==> src/rtl/challenge_descrambler.sv <==
// Challenge descrambler: XORs words with an 8-bit Fibonacci LFSR keystream.
// Define CHALLENGE_DESCRAMBLER_RESYNC_EN to reload the seed every RESYNC_PERIOD words.
module challenge_descrambler #(
    parameter int RESYNC_PERIOD = 16
) (
    input  logic       clock,
    input  logic       reset_n,
    input  logic [7:0] seed_in,
    input  logic       seed_load,
    input  logic [7:0] scr_in,
    input  logic       scr_valid,
    output logic       scr_ready,
    output logic [7:0] chall_out,
    output logic       chall_valid,
    input  logic       chall_ready,
    output logic [7:0] word_cnt
);

    typedef enum logic {IDLE, RUN} state_t;

    state_t     state, state_nxt;
    logic [7:0] lfsr;
    logic [7:0] lfsr_step;
    logic [7:0] seed_eff;
    logic       accept;

    if (RESYNC_PERIOD < 1 || RESYNC_PERIOD > 255) begin : g_bad_period
        $error("RESYNC_PERIOD out of range 1..255");
    end

    assign lfsr_step = {lfsr[6:0], lfsr[7] ^ lfsr[5] ^ lfsr[4] ^ lfsr[3]};
    // An all-zero seed would lock the LFSR at zero forever.
    assign seed_eff  = (seed_in == 8'h00) ? 8'h01 : seed_in;
    assign accept    = scr_valid & scr_ready;

    always_ff @(posedge clock or negedge reset_n) begin
        if (!reset_n) begin
            state <= IDLE;
        end else begin
            state <= state_nxt;
        end
    end

    always_comb begin
        state_nxt = state;
        scr_ready = 1'b0;
        if (seed_load) begin
            state_nxt = RUN;
        end
        if (state == RUN && !seed_load && (!chall_valid || chall_ready)) begin
            scr_ready = 1'b1;
        end
    end

`ifdef CHALLENGE_DESCRAMBLER_RESYNC_EN
    logic [7:0] seed_copy;
    logic [7:0] rs_cnt;
    logic       rs_hit;

    assign rs_hit = (rs_cnt == 8'(RESYNC_PERIOD - 1));

    always_ff @(posedge clock or negedge reset_n) begin
        if (!reset_n) begin
            seed_copy <= 8'h01;
            rs_cnt    <= 8'h00;
        end else if (seed_load) begin
            seed_copy <= seed_eff;
            rs_cnt    <= 8'h00;
        end else if (accept) begin
            rs_cnt <= rs_hit ? 8'h00 : rs_cnt + 8'h01;
        end
    end
`endif

    always_ff @(posedge clock or negedge reset_n) begin
        if (!reset_n) begin
            lfsr        <= 8'h01;
            chall_out   <= 8'h00;
            chall_valid <= 1'b0;
            word_cnt    <= 8'h00;
        end else if (seed_load) begin
            lfsr        <= seed_eff;
            chall_valid <= 1'b0;
            word_cnt    <= 8'h00;
        end else if (accept) begin
            chall_out   <= scr_in ^ lfsr;
            chall_valid <= 1'b1;
            word_cnt    <= word_cnt + 8'h01;
`ifdef CHALLENGE_DESCRAMBLER_RESYNC_EN
            lfsr        <= rs_hit ? seed_copy : lfsr_step;
`else
            lfsr        <= lfsr_step;
`endif
        end else if (chall_ready) begin
            chall_valid <= 1'b0;
        end
    end

endmodule

==> config.mk <==
export PLATFORM = sky130hd
export DESIGN_NAME = challenge_descrambler
export DESIGN_NICKNAME = d
export VERILOG_FILES = /design/src/rtl/challenge_descrambler.sv
export SDC_FILE = /design/constraint.sdc
export NUM_CORES = 1
export LEC_CHECK = 0
export ABC_AREA = 1
export CORE_MARGIN = 2
export CORE_UTILIZATION = 35
export DETAILED_ROUTE_END_ITERATION = 12
export GPL_TIMING_DRIVEN = 0
export PLACE_DENSITY_LB_ADDON = 0.1
export SYNTH_ARGS = -nofsm -noshare
export SYNTH_HDL_FRONTEND = slang
export SYNTH_SLANG_ARGS = --single-unit
==> constraint.sdc <==
create_clock -name clock -period 1 [get_ports clock]
set_input_delay 0.15 -clock clock [delete_from_list [all_inputs] [get_ports clock]]
set_output_delay 0.15 -clock clock [all_outputs]
set_load 0.1 [all_outputs]
# Yosys cells after proc, flatten, opt, wreduce, memory -nomap -nowiden
# Index checks and enable logic that the tools add are counted.
# word_totals
reg_bits	26
inputBits	21
out_inout_bits	18
elab_cells	30
# op_classes
addsub	1
n_mux	9
bitwise	6
reduce_logical	9
# ops
cell	count
8-bit two-way mux	5
8-bit by 1-bit adder with 8-bit output, second input constant	1
8-bit logical NOT	1
8-bit bitwise XOR	1
1-bit two-way mux	4
3-bit nonzero test	1
1-bit bitwise XOR	3
1-bit logical AND	2
1-bit logical NOT	2
2-bit AND reduction	1
2-bit nonzero test	1
1-bit bitwise AND	1
1-bit logical OR	1
1-bit inverter	1

# Longest topological paths before layout
# logic_depth
word_depth	7
mapped_depth	8
depth_no_buf	7

# Worst setup path after synthesis
# Ideal clock, no wire load.
# synth_path
kind	reg-to-reg
start	register word_cnt[0]
end	register word_cnt[4]
setup_time_ps	68
t_arrival_ps	1789
path_slack_ps	-857
path_stages_with_launch	7
cell_sequence	dfrtp_1 -> ha_1 -> nand3_1 -> xor2_1 -> nor2_1 -> nand2_1 -> nand2_1
# synth_via
elab_chain_len	3
# synth_lines
item	line	rtl
from (decl)	16	output logic [7:0] word_cnt
from (signal assigned)	88	word_cnt <= word_cnt + 8'h01;
8-bit by 1-bit adder with 8-bit output	88	
8-bit two-way mux	85	end else if (accept) begin
8-bit two-way mux	81	end else if (seed_load) begin
# No other way between the ends. The select of a mux whose other input is x is not followed.
# A chain may end at the register's enable or synchronous reset.

# Worst setup path in the final report
# layout_path
start	register chall_valid
end	output port scr_ready
# layout_via
elab_chain_len	4
# layout_lines
item	line	rtl
from (decl)	14	output logic chall_valid,
from (signal assigned)	79	chall_valid <= 1'b0;
from (signal assigned)	83	chall_valid <= 1'b0;
from (signal assigned)	87	chall_valid <= 1'b1;
1-bit logical NOT	50	if (state == RUN && !seed_load && (!chall_valid || chall_ready)) begin
1-bit logical OR	50	
1-bit logical AND	50	
1-bit two-way mux	50	
to (decl)	12	output logic scr_ready,
# No other way between the ends.

==> metrics <==
DRT Wirelength=4270 um; Crit path max-delay family=flip-flops; final critical-path required period=1.31 ns; vias in the first global route=1473; max-cap violation count=0; Post-DRT Antenna Nets=0; Worst-Margin Slew=0.678 ns; H-tree depth=1; CP most frequent cell=nand2_4; top cell type's share of synthesized area=44.4%; clock edge transition at the registers on the reported setup and hold paths=0.09 ns; final setup vio count=43; # diodes=0; R2R setup slack=-0.29 ns; total number of vias=1461; slowest stage delay, CP=0.50 ns; Design Area, Final=2610 um^2; worst skew pair latency=0.27 ns; worst path cell trace=nand2_4, nand2_4, clkinvlp_4, buf_12; core area=3940 um^2; kind of critical path=flop to primary output; final hold violation count=0; Pwr Total=3770 uW; hold_buf cts=0; Die X=67.4 um; sequential share of the synthesized area=46.3%; Post-Syn Area=1410 um^2; Post-synth EDFFs=0; Max IR drop VDD=0.000962 V; drt wl/cell=14.5 um; Reg-to-Reg Start=word_cnt[0]; die height=67.4 um; critical path fanouts, max=3; I/O Pins=39; final estimated routing congestion in global placement=0.787; commonest cells in the netlist=nand2_1, dfrtp_1, nand3_1; fraction of registers with async set/reset=100%; Synth area leaders=dfrtp_1, nand2_1, xnor2_1; port bufs=38; top-count cell post-synth=nand2_1; leakage power=0.00121 uW; Clock Path Buffers=2; dpl cell area=1910 um^2; Hold/Removal Path Class=primary input to asynchronous set/reset pin; grt ovf=0; Relative slew margins=54.8%; Synth-to-Final Area Change=85.0%; Synth Instances=178; slowest CP cell=dfrtp_4; endpoint class of the critical path=primary output; CTS sink count=26; fmax=0.766 GHz; DRT iter0 DRCs=29; CP Launch Type=flop; Layout Nets=268; FP Rows=23; predominant post-synthesis flop cell=dfrtp_1; Synth area leader=dfrtp_1; Syn Nets=200; vias per inst=4.95; Initial Util=35.7%; YS warnings=0; failing checks=negative setup slack; Tcrit/Tclk final=131%; Power Dens Cells=1450 nW/um^2; arrival time worst endpoint=1.16 ns; outcome=finished with violations; initial antenna violation count=0; CTS tree=built; worst clock skew=0.00232 ns; largest net degree at the start of global routing=27; reg2reg path depth=6; Detail Placement HPWL=2460 um; # DRC=0; GRT Total Usage=20.1%; Num CTS Buffers=3; die area=4550 um^2; final worst slack=-0.305 ns; synthesis-stage register bit count=26; RSZ-0062 raised after global routing=true; global-route wire length before repair=6780 um; Yosys cell types=22; final core utilization=66.1%; clk root buf=clkbuf_8; Critical Path RT=0.85 ns; Filler Cells Inserted=305; max-slew violations=0; syn_area_per_cell=7.91 um^2; TritonRoute pass-1 iters=4; worst r2r dst=word_cnt[4]; Worst Path Buf+Inv=2; share of layout cells above drive strength 1=50.6%
[sequential cells by signal, summed over array words and instances (netlist names)]
register,flops
chall_out,8
state,1
word_cnt,8
chall_valid,1
lfsr,8
[placed cells by master, fill, tap and decap left out, drive strengths merged]
cell type | Yosys | layout
inv | 15 | 14
ha | 1 | 1
a21oi | 1 | 1
clkdlybuf4s50 | 0 | 18
nor2 | 11 | 11
dfrtp | 25 | 25
dfstp | 1 | 1
or2 | 1 | 1
nand4 | 4 | 4
clkbuf | 1 | 5
xnor2 | 8 | 8
o21ai | 11 | 11
xor2 | 1 | 1
clkdlybuf4s15 | 0 | 1
dlymetal6s2s | 0 | 1
buf | 4 | 47
nand3 | 17 | 17
nand2 | 77 | 77
clkinvlp | 0 | 1
[area by class of cell]
cell class              instances  area, um^2  area share [%]
multi-input cells             132         836            32.1
plain buffers                   5        67.6            2.59
well taps                      50        62.6            2.40
repair buffers                 63         835            32.0
flip-flops and latches         26         681            26.1
inverters                      15        70.1            2.69
clock buffers                   4        55.1            2.11
[per-stage QoR]
step / hold slack (ns) / setup WS, ns / instances / TNS, ns
2_1_floorplan: -0.146 / -0.364 / 178 / -7.75
3_3_place_gp: 0.471 / -1.20 / 266 / -42.80
3_5_place_dp: 0.469 / -1.23 / 266 / -44.52
4_1_cts: 0.0307 / -0.326 / 288 / -7.13
5_1_grt: 0.0396 / -0.345 / 295 / -9.13
6_report: 0.00153 / -0.305 / 295 / -7.40
[cells by family after synthesis]
logic type      after synthesis  synth area share, %
simple gates                110                 35.3
flops                        26                 46.3
buf+inv                      20                 7.73
compound gates               12                 4.26
xor+xnor                      9                 5.60
fa+ha+maj                     1                0.888
[power by group]
group	total (uW)	internal (uW)	switching (uW)
clock network	685	352	334
logic	1720	713	1010
registers	1360	1200	165
[worst max-delay path by stage]
stage / endpoint / slack, ns / cells after the start / start
6_report: scr_ready / -0.31 / 4 / chall_valid
5_1_grt: scr_ready / -0.34 / 4 / chall_valid
4_1_cts: scr_ready / -0.33 / 4 / chall_valid
3_5_place_dp: scr_ready / -1.23 / 5 / seed_load
3_3_place_gp: scr_ready / -1.20 / 5 / seed_load
2_1_floorplan: word_cnt[4] / -0.36 / 7 / chall_valid
[what timing repair did]
action | 4_1_cts | 5_1_grt
resized for setup | 204 | 35
pin swaps | 7 | 5
setup endpoints to repair | 69 | 43
setup buffers | 16 | 6
gates cloned | 2 | 1
[layer usage]
layer,global-route usage (%),vias to the layer above,wire [um]
met5,0,-,0
met4,6.38,0,76
met3,3.17,6,163
met2,36.0,37,2320
met1,24.7,727,1710
li1,-,691,-
(Power assumes the default switching activity.)
